--- src/rtl/vending_pkg.sv ---
// Shared types and constants for the parametrised vending machine.
// The price helper slices one item's price out of a flat price vector.
package vending_pkg;

    typedef enum logic [1:0] {
        ST_IDLE   = 2'd0,
        ST_CREDIT = 2'd1,
        ST_VEND   = 2'd2,
        ST_CHANGE = 2'd3
    } vm_state_t;

    localparam int PRICE_VEC_MAX = 1024;

    localparam logic [31:0] DEFAULT_PRICES = {8'd20, 8'd17, 8'd15, 8'd10};

    function automatic logic [31:0] price_at(input logic [PRICE_VEC_MAX-1:0] prices,
                                             input int unsigned idx,
                                             input int unsigned credit_w);
        logic [PRICE_VEC_MAX-1:0] shifted;
        logic [31:0]              mask;
        shifted = prices >> (idx * credit_w);
        mask    = (credit_w >= 32'd32) ? 32'hFFFF_FFFF : ((32'd1 << credit_w) - 32'd1);
        return shifted[31:0] & mask;
    endfunction

endpackage

--- src/rtl/vm_stock_bank.sv ---
// Per-item stock counters with a zero flag per item.
// A decrement is only applied to a non-empty counter, so counters never wrap.
module vm_stock_bank
    import vending_pkg::*;
#(
    parameter int NUM_ITEMS  = 4,
    parameter int SEL_W      = 2,
    parameter int STOCK_W    = 4,
    parameter int INIT_STOCK = 4
) (
    input  logic                 clk,
    input  logic                 reset,
    input  logic                 dec_en,
    input  logic [SEL_W-1:0]     dec_idx,
    input  logic                 restock,
    output logic [NUM_ITEMS-1:0] stock_zero
);

    logic [STOCK_W-1:0] stock_r [NUM_ITEMS];

    // Stock counters: reload on reset or restock, otherwise decrement the selected item.
    always_ff @(posedge clk) begin
        for (int i = 0; i < NUM_ITEMS; i++) begin
            if (reset || restock) begin
                stock_r[i] <= STOCK_W'(INIT_STOCK);
            end else if (dec_en && (dec_idx == SEL_W'(i)) &&
                         (stock_r[i] != {STOCK_W{1'b0}})) begin
                stock_r[i] <= stock_r[i] - STOCK_W'(1'b1);
            end else begin
                stock_r[i] <= stock_r[i];
            end
        end
    end

    // Sold-out flags derived directly from the counters.
    always_comb begin
        stock_zero = {NUM_ITEMS{1'b0}};
        for (int i = 0; i < NUM_ITEMS; i++) begin
            stock_zero[i] = (stock_r[i] == {STOCK_W{1'b0}});
        end
    end

endmodule

--- src/rtl/vending_machine_param.sv ---
// Parametrised vending machine: credit accumulation, per-item pricing and stock,
// vend sequencing and change/cancel refunds. All outputs except sold_out are registered.
module vending_machine_param
    import vending_pkg::*;
#(
    parameter int NUM_ITEMS  = 4,
    parameter int COIN_W     = 4,
    parameter int CREDIT_W   = 8,
    parameter int STOCK_W    = 4,
    parameter int INIT_STOCK = 4,
    parameter logic [NUM_ITEMS*CREDIT_W-1:0] PRICES = (NUM_ITEMS*CREDIT_W)'(DEFAULT_PRICES),
    localparam int SEL_W = $clog2(NUM_ITEMS)
) (
    input  logic                 clk,
    input  logic                 reset,
    input  logic                 coin_valid,
    input  logic [COIN_W-1:0]    coin_in,
    input  logic                 sel_valid,
    input  logic [SEL_W-1:0]     item_sel,
    input  logic                 cancel,
    input  logic                 restock,
    output logic                 dispense,
    output logic [SEL_W-1:0]     dispense_item,
    output logic [CREDIT_W-1:0]  balance,
    output logic [CREDIT_W-1:0]  refund,
    output logic                 refund_valid,
    output logic                 coin_reject,
    output logic                 sel_error,
    output logic [NUM_ITEMS-1:0] sold_out,
    output logic                 busy
);

    localparam logic [CREDIT_W-1:0] MAX_CREDIT = {CREDIT_W{1'b1}};

    logic [CREDIT_W-1:0] price_tab_s [NUM_ITEMS];

    if (NUM_ITEMS < 2) begin : g_bad_items
        $error("vending_machine_param: NUM_ITEMS must be at least 2");
    end

    if (COIN_W > CREDIT_W) begin : g_bad_coin
        $error("vending_machine_param: COIN_W must not exceed CREDIT_W");
    end

    for (genvar g = 0; g < NUM_ITEMS; g++) begin : g_price
        localparam logic [31:0] PRICE_G = price_at(PRICE_VEC_MAX'(PRICES), g, CREDIT_W);
        assign price_tab_s[g] = CREDIT_W'(PRICE_G);
        if (PRICE_G > 32'(MAX_CREDIT)) begin : g_bad_price
            $error("vending_machine_param: price of item %0d exceeds MAX_CREDIT", g);
        end
    end

    vm_state_t            state_r, next_state_s;
    logic [CREDIT_W-1:0]  balance_r, balance_nxt_s;
    logic [CREDIT_W-1:0]  refund_r, refund_nxt_s;
    logic                 refund_valid_r, refund_valid_nxt_s;
    logic                 dispense_r, dispense_nxt_s;
    logic [SEL_W-1:0]     dispense_item_r, dispense_item_nxt_s;
    logic                 coin_reject_r, coin_reject_nxt_s;
    logic                 sel_error_r, sel_error_nxt_s;
    logic                 busy_r, busy_nxt_s;
    logic                 dec_en_s, restock_en_s;
    logic [NUM_ITEMS-1:0] stock_zero_s;
    logic                 coin_nz_s, sel_in_range_s, sel_ok_s;
    logic [CREDIT_W:0]    sum_s;
    logic [CREDIT_W-1:0]  price_sel_s;

    // One extra bit catches overflow past MAX_CREDIT instead of wrapping.
    assign coin_nz_s      = coin_valid && (coin_in != {COIN_W{1'b0}});
    assign sum_s          = {1'b0, balance_r} + (CREDIT_W+1)'(coin_in);
    assign sel_in_range_s = (32'(item_sel) < 32'(NUM_ITEMS));
    assign price_sel_s    = sel_in_range_s ? price_tab_s[item_sel] : MAX_CREDIT;
    assign sel_ok_s       = sel_in_range_s && !stock_zero_s[item_sel] && (balance_r >= price_sel_s);

    vm_stock_bank #(
        .NUM_ITEMS  (NUM_ITEMS),
        .SEL_W      (SEL_W),
        .STOCK_W    (STOCK_W),
        .INIT_STOCK (INIT_STOCK)
    ) u_stock (
        .clk        (clk),
        .reset      (reset),
        .dec_en     (dec_en_s),
        .dec_idx    (item_sel),
        .restock    (restock_en_s),
        .stock_zero (stock_zero_s)
    );

    // Next-state and next-output decode; cancel beats selection beats coin in CREDIT.
    always_comb begin
        next_state_s        = state_r;
        balance_nxt_s       = balance_r;
        refund_nxt_s        = {CREDIT_W{1'b0}};
        refund_valid_nxt_s  = 1'b0;
        dispense_nxt_s      = 1'b0;
        dispense_item_nxt_s = {SEL_W{1'b0}};
        coin_reject_nxt_s   = 1'b0;
        sel_error_nxt_s     = 1'b0;
        dec_en_s            = 1'b0;
        restock_en_s        = 1'b0;
        case (state_r)
            ST_IDLE: begin
                restock_en_s    = restock;
                sel_error_nxt_s = sel_valid;
                if (coin_nz_s) begin
                    balance_nxt_s = CREDIT_W'(coin_in);
                    next_state_s  = ST_CREDIT;
                end else begin
                    balance_nxt_s = {CREDIT_W{1'b0}};
                    next_state_s  = ST_IDLE;
                end
            end
            ST_CREDIT: begin
                if (cancel) begin
                    sel_error_nxt_s    = sel_valid;
                    coin_reject_nxt_s  = coin_nz_s;
                    refund_nxt_s       = balance_r;
                    refund_valid_nxt_s = 1'b1;
                    balance_nxt_s      = {CREDIT_W{1'b0}};
                    next_state_s       = ST_CHANGE;
                end else if (sel_valid) begin
                    coin_reject_nxt_s = coin_nz_s;
                    if (sel_ok_s) begin
                        balance_nxt_s       = balance_r - price_sel_s;
                        dec_en_s            = 1'b1;
                        dispense_nxt_s      = 1'b1;
                        dispense_item_nxt_s = item_sel;
                        next_state_s        = ST_VEND;
                    end else begin
                        sel_error_nxt_s = 1'b1;
                    end
                end else if (coin_nz_s) begin
                    if (sum_s[CREDIT_W]) begin
                        coin_reject_nxt_s = 1'b1;
                    end else begin
                        balance_nxt_s = sum_s[CREDIT_W-1:0];
                    end
                end else begin
                    next_state_s = ST_CREDIT;
                end
            end
            ST_VEND: begin
                coin_reject_nxt_s = coin_nz_s;
                if (balance_r != {CREDIT_W{1'b0}}) begin
                    refund_nxt_s       = balance_r;
                    refund_valid_nxt_s = 1'b1;
                    balance_nxt_s      = {CREDIT_W{1'b0}};
                    next_state_s       = ST_CHANGE;
                end else begin
                    next_state_s = ST_IDLE;
                end
            end
            ST_CHANGE: begin
                coin_reject_nxt_s = coin_nz_s;
                balance_nxt_s     = {CREDIT_W{1'b0}};
                next_state_s      = ST_IDLE;
            end
            default: begin
                balance_nxt_s = {CREDIT_W{1'b0}};
                next_state_s  = ST_IDLE;
            end
        endcase
        busy_nxt_s = (next_state_s == ST_VEND) || (next_state_s == ST_CHANGE);
    end

    // State and output registers; credit held at reset is dropped without a refund.
    always_ff @(posedge clk) begin
        if (reset) begin
            state_r         <= ST_IDLE;
            balance_r       <= {CREDIT_W{1'b0}};
            refund_r        <= {CREDIT_W{1'b0}};
            refund_valid_r  <= 1'b0;
            dispense_r      <= 1'b0;
            dispense_item_r <= {SEL_W{1'b0}};
            coin_reject_r   <= 1'b0;
            sel_error_r     <= 1'b0;
            busy_r          <= 1'b0;
        end else begin
            state_r         <= next_state_s;
            balance_r       <= balance_nxt_s;
            refund_r        <= refund_nxt_s;
            refund_valid_r  <= refund_valid_nxt_s;
            dispense_r      <= dispense_nxt_s;
            dispense_item_r <= dispense_item_nxt_s;
            coin_reject_r   <= coin_reject_nxt_s;
            sel_error_r     <= sel_error_nxt_s;
            busy_r          <= busy_nxt_s;
        end
    end

    assign dispense      = dispense_r;
    assign dispense_item = dispense_item_r;
    assign balance       = balance_r;
    assign refund        = refund_r;
    assign refund_valid  = refund_valid_r;
    assign coin_reject   = coin_reject_r;
    assign sel_error     = sel_error_r;
    assign busy          = busy_r;
    assign sold_out      = stock_zero_s;

endmodule

--- config.mk ---
export PLATFORM = sky130hd
export DESIGN_NAME = vending_machine_param
export DESIGN_NICKNAME = d
export VERILOG_FILES = /design/src/rtl/vending_pkg.sv /design/src/rtl/vm_stock_bank.sv /design/src/rtl/vending_machine_param.sv
export SDC_FILE = /design/constraint.sdc
export NUM_CORES = 1
export LEC_CHECK = 0
export BUFFER_PORTS_ARGS = -buffer_cell sky130_fd_sc_hd__buf_2
export CELL_PAD_IN_SITES_DETAIL_PLACEMENT = 2
export CELL_PAD_IN_SITES_GLOBAL_PLACEMENT = 2
export CORE_UTILIZATION = 38
export DETAILED_ROUTE_END_ITERATION = 8
export PLACE_DENSITY_LB_ADDON = 0.1
export SETUP_SLACK_MARGIN = 0.1
export SYNTH_ARGS = -nofsm -noshare
export SYNTH_HDL_FRONTEND = slang
export SYNTH_SLANG_ARGS = --single-unit
--- constraint.sdc ---
create_clock -name clk -period 9.9 [get_ports clk]
set_clock_uncertainty 0.2 [all_clocks]
set_input_delay 1.98 -clock clk [delete_from_list [all_inputs] [get_ports clk]]
set_output_delay 1.98 -clock clk [all_outputs]
set_load 0.01 [all_outputs]
# --- Word-level counts from Yosys, hierarchy flattened ---
# Memory sizes are Yosys's and may differ from the RTL's.
# Cells that the tools add are included.
word_totals:
  register_bits: 25
  ram_bits: 16
  input_bits: 12
  output_inout_bits: 27
  word_cells: 145
  mem_count: 1
memory_table:
  columns: ["memory", "words", "width", "read_ports", "rd_ports_with_merged_regs", "wr", "line", "rtl"]
  rows:
  - ["u_stock.stock_r", 4, 4, 4, 0, 4, "vm_stock_bank.sv:19", "logic [STOCK_W-1:0] stock_r [NUM_ITEMS];"]
op_classes:
  n_addsub: 6
  order_cmp: 3
  n_eq_ne: 12
  mux: 74
  bitwise: 12
  n_reduce_logical: 28
ops:
  columns: ["operator", "n"]
  rows:
  - ["$mux W8", 10]
  - ["$mux W1", 42]
  - ["$mux W4", 9]
  - ["$pmux W8 S4", 1]
  - ["$reduce_bool A4 Y1", 5]
  - ["$bmux W8 S2", 1]
  - ["$logic_not A4 Y1", 4]
  - ["$pmux W8 S2", 1]
  - ["$sub A4 B1 Y4 const B", 4]
  - ["$eq A2 B2 Y1 const B", 6]
  - ["$ne A4 B4 Y1 const B", 3]
  - ["$logic_and A1 B1 Y1", 10]
  - ["$mux W2", 5]
  - ["$add A8 B4 Y9", 1]
  - ["$ge A8 B8 Y1", 1]
  - ["$or A1 B1 Y1", 8]
  - ["$pmux W2 S4", 1]
  - ["$reduce_bool A8 Y1", 1]
  - ["$sub A8 B8 Y8", 1]
  - ["$pmux W1 S2", 3]
  - ["$reduce_or A5 Y1", 1]
  - ["$eq A2 B1 Y1 const B", 2]
  - ["$logic_not A2 Y1", 2]
  - ["$reduce_and A4 Y1", 1]
  - ["9 further kinds", 12]

# --- Depth between registers and ports, before layout ---
logic_depth:
  word_depth: 17
  ltp_mapped: 11
  ltp_nobuf: 10

# --- Modules after synthesis ---
# A second synthesis with hierarchy kept.
hier_totals:
  hier_cells: 259
  area_unflattened_um2: 2512.4
by_module_without_submodules:
  columns: ["mod", "instances", "cells_each", "area_each_um2", "seq_area_each_um2"]
  rows:
  - ["vending_machine_param", 1, 188, 1641.6, 500.5]
  - ["vm_stock_bank", 1, 71, 870.8, 480.5]

# --- Worst setup path before layout ---
# No wires, ideal clock.
synth_timing:
  path_type: "input to register"
  from: "input port item_sel[1]"
  to: "register balance_r[6], in the netlist balance[6]"
  setup_ns: 0.071
  t_arrival_ns: 4.282
  t_required_ns: 9.629
  setup_slack_ns: 5.347
  stages: 10
  n_path_buf: 0
  cell_sequence: "inv_1 ha_1 ha_1 fa_1 nor2b_1 o31a_1 nor3_1 a211o_4 or4_1 a21oi_1"
synth_between:
  elab_chain_len: 9
  word_cells_on_any_way: 16
  cone_classes: "add/sub: 1; order compare: 1; eq/ne: 1; mux: 9; bitwise: 1; reduce/logical: 3"
synth_lines:
  columns: ["element", "line", "rtl"]
  rows:
  - ["from (decl)", "vending_machine_param.sv:19", "input logic [SEL_W-1:0] item_sel,"]
  - ["$not A2 Y3 (not written as such)", "vending_machine_param.sv:72", "assign price_sel_s = sel_in_range_s ? price_tab_s[item_sel] : MAX_CREDIT;"]
  - ["$bmux W8 S2", "vending_machine_param.sv:72", null]
  - ["$mux W8 (not written as such) (2 in series)", "vending_machine_param.sv:72", null]
  - ["$sub A8 B8 Y8", "vending_machine_param.sv:124", "balance_nxt_s = balance_r - price_sel_s;"]
  - ["$mux W8", "vending_machine_param.sv:123", "if (sel_ok_s) begin"]
  - ["$mux W8", "vending_machine_param.sv:121", "end else if (sel_valid) begin"]
  - ["$mux W8", "vending_machine_param.sv:114", "if (cancel) begin"]
  - ["$pmux W8 S4", "vending_machine_param.sv:101", "case (state_r)"]
  - ["to (signal assigned)", "vending_machine_param.sv:170", "balance_r <= {CREDIT_W{1'b0}};"]
  - ["to (signal assigned)", "vending_machine_param.sv:180", "balance_r <= balance_nxt_s;"]
  - ["to (decl)", "vending_machine_param.sv:54", "logic [CREDIT_W-1:0] balance_r, balance_nxt_s;"]
# Parallel ways exist; a longest one is shown, timed or not. The select of a mux whose other input is x is not followed.
# A chain may end at the register's enable or synchronous reset.

==> key figures <==
Critical path
  – Critical path required time: 9.64 ns
  – Worst setup EP type: flip-flop
  – Setup CP Type: input pin to flip-flop
  – CP Launch Type: input pin
  – CP arrival: ~4.7 ns
  – Worst-path maximum fanout: 8

Floorplan
  – Initial Util: 39.2%
  – Die width: 82.9 um
  – IO Pins: 39
  – CORE AREA: 6350 sq um
  – Standard-cell row count: 29
  – Die area: 6880 sq um
  – Die H: between 80 and 90 um

GRT
  – Largest net degree at the start of global routing: 24
  – Global-route wire length before repair: between 10000 and 15000 um
  – Initial antenna violation count: 0
  – Vias in the first global route: 2264
  – Total global-route track usage: 21.2%
  – Gr ovfl total: 0

Placement
  – Routability cong.: 0.875
  – Post-DP HPWL: 5400 um
  – Port Buf Inserts: 38
  – Placed cells: 371

Clocking
  – Post-CTS setup buffer count: 0
  – H-Tree Depth: 2
  – Clk Tree Root Cell: clkbuf_8
  – Clock Sinks: 40
  – Clock Pin Slew Worst Setup and Hold Paths: 0.08 ns
  – CTS hold repair buffers: 0
  – Clk_lat worst skew: 0.30 ns
  – TritonCTS clock tree: done
  – CTS buffer count: 5
  – Post-CTS Resized: 0
  – Worst-case clock buffer depth: 2

Yosys
  – Syn_nets: between 200 and 300
  – Synth top area share: around a fifth
  – Cell variety after synth: 58
  – Post-Synth Adder-Cell Area: ~13%
  – Top cells by count, synth: nor2_1, dfxtp_1, ha_1, inv_1, edfxtp_1
  – Post-synthesis compound-gate area fraction: 17.1%
  – Multiplexer area fraction after synthesis: around 1.8%
  – Simple-Gate Fraction of Synth Area: 20.8%
  – Post-Syn Area: around 2500 sq um
  – Largest family of logic cells by synthesized area: simple AND/OR/NAND/NOR gates
  – Synth area leader: dfxtp_1
  – Top_reg_cell synth: dfxtp_1
  – Yosys warns: 0
  – Syn Inst Count: 263
  – Count leader, synth: nor2_1
  – Synth area leaders: dfxtp_1, edfxtp_1, ha_1
  – Syn avg cell area: 9.47 sq um
  – Xor/xnor share of the synthesized area: 3.87%
  – Synth Register Bits: 40
  – Post-synth ARST share: 0%
  – Sequential area share after synthesis: 38.6%
  – Post-synth EDFFs: 16

Final layout
  – Layout cells sized above 1: 19.9%
  – Area of the multi-input gates: 1400 sq um
  – FF/Latch Area: 961 sq um
  – Filler Cell Count: 731
  – Ant diodes: 0
  – Post-layout util: 44.5%
  – Area Overhead vs Synth: 13.4%
  – Fin cells: between 300 and 400
  – Total Nets Final: 337

Routing
  – Drt first-iter violations: 51
  – Wire per inst: roughly 18 um
  – WL final: 6920 um
  – Drt drc: 0
  – Vias: 2097
  – DRT antenna net count: 0
  – Pre-Repair DR Iteration Count: 4
  – Detailed-route vias per instance: 5.53

Timing
  – Fin. max-slew vios: 0
  – Setup violations, final: 0
  – Final min period: 4.96 ns
  – Measured slew at the worst slew-check pin: 0.732 ns
  – Final hold vios: 0
  – Tcrit/Tclk final: 50.1%
  – Fmax: 0.201 GHz
  – Setup_tns: 0 ns
  – Setup repair after global routing missed its margin: no
  – Relative slew margins: 51.2%

Power and ir drop
  – Max IR drop VDD: 0.0000723 V
  – Static leakage: around 1.2 nW
  – Pwr Density: ~130 nW/um^2

Min path
  – Hold WC Path Type: flip-flop to flip-flop

Job
  – Max Cap Violations: 0

Run status
  – Status: finished, final reports clean
-- metrics by stage --
stage | total power [W] | setup WS (ns) | hold slack, ns | area, sq um
5_1_grt | 0.000379 | 4.72 | 0.396 | 2820
2_1_floorplan | 0.000232 | 5.35 | 0.337 | 2490
4_1_cts | 0.000366 | 4.95 | 0.370 | 2820
3_3_place_gp | 0.000251 | 4.81 | 0.348 | 2740
3_5_place_dp | 0.000254 | 4.65 | 0.359 | 2740
6_report | 0.000362 | 4.94 | 0.364 | 2820
-- placed cells by master (no fill, tap or decap), types with 3 or more instances in the layout --
cell,n
a21o_1,4
edfxtp_1,16
and2_1,10
ha_1,22
xnor2_1,10
clkbuf_8,5
nand2b_1,3
or3b_4,3
o21ai_0,12
nand3_1,9
nor3_1,12
nor2_1,28
nor3b_1,4
dfxtp_1,24
nand2_1,13
inv_1,22
nor2b_1,3
a21oi_1,11
a211oi_1,5
buf_2,38
-- flip-flops by register name (all words and copies together), names as in the netlist --
name and count:
refund_valid 1, sel_error 1, dispense_item 2, balance 8, coin_reject 1, u_stock.stock_r 16
state_r 2, dispense 1, refund 8
-- path summary, 6_finish.rpt --
check                                             end                     from  depth (start not counted)  slack, ns
setup / recovery  u_stock.stock_r[1][0]$_SDFFCE_PN0P_              item_sel[1]                          9       4.94
hold / removal                balance[6]$_SDFFE_PP0P_  balance[6]$_SDFFE_PP0P_                          2       0.36
setup reg to reg  u_stock.stock_r[1][0]$_SDFFCE_PN0P_  balance[0]$_SDFFE_PP0P_                          7       6.65
hold reg to reg               balance[6]$_SDFFE_PP0P_  balance[6]$_SDFFE_PP0P_                          2       0.36
-- worst max-delay path, stage by stage --
cell and delay (ns):
buf_2 0.16, inv_1 0.15, ha_1 0.31, ha_1 0.21
fa_1 0.41, nor2b_1 0.17, o31a_1 0.23, o2111ai_1 0.40
o21ai_0 0.67
-- metal layers --
metal / vias to the layer above / part of all wire, % / track usage (%)
met2: 35 / 49 / 35.8
met5: - / 0 / 0
met3: 10 / 2.0 / 3.18
met1: 1034 / 48 / 27.7
li1: 1018 / - / -
met4: 0 / 1.5 / 7.05
-- cell type report --
type | count | share of cell area (%)
Multi-Input combinational cell | 193 | 49.5
Timing Repair Buffer | 39 | 7.00
Clock inverter | 3 | 0.665
Clock buffer | 5 | 2.44
Tap cell | 77 | 3.41
Sequential cell | 40 | 34.0
Inverter | 22 | 2.92
-- kinds of logic after synthesis --
group / Yosys count
fa+ha+maj: 24
buf+inv: 30
flops: 40
xor+xnor: 11
compound gates: 58
mux: 3
simple gates: 97
-- power by group --
group	internal (W)	total (W)	leakage [nW]	switching [W]
combinational	0.0000273	0.0000668	0.821	0.0000395
sequential	0.000177	0.000183	0.356	0.00000607
clock	0.0000492	0.000112	0.0479	0.0000625
total	0.000254	0.000362	1.22	0.000108
Note: power is estimated with default switching activity, not from simulation.
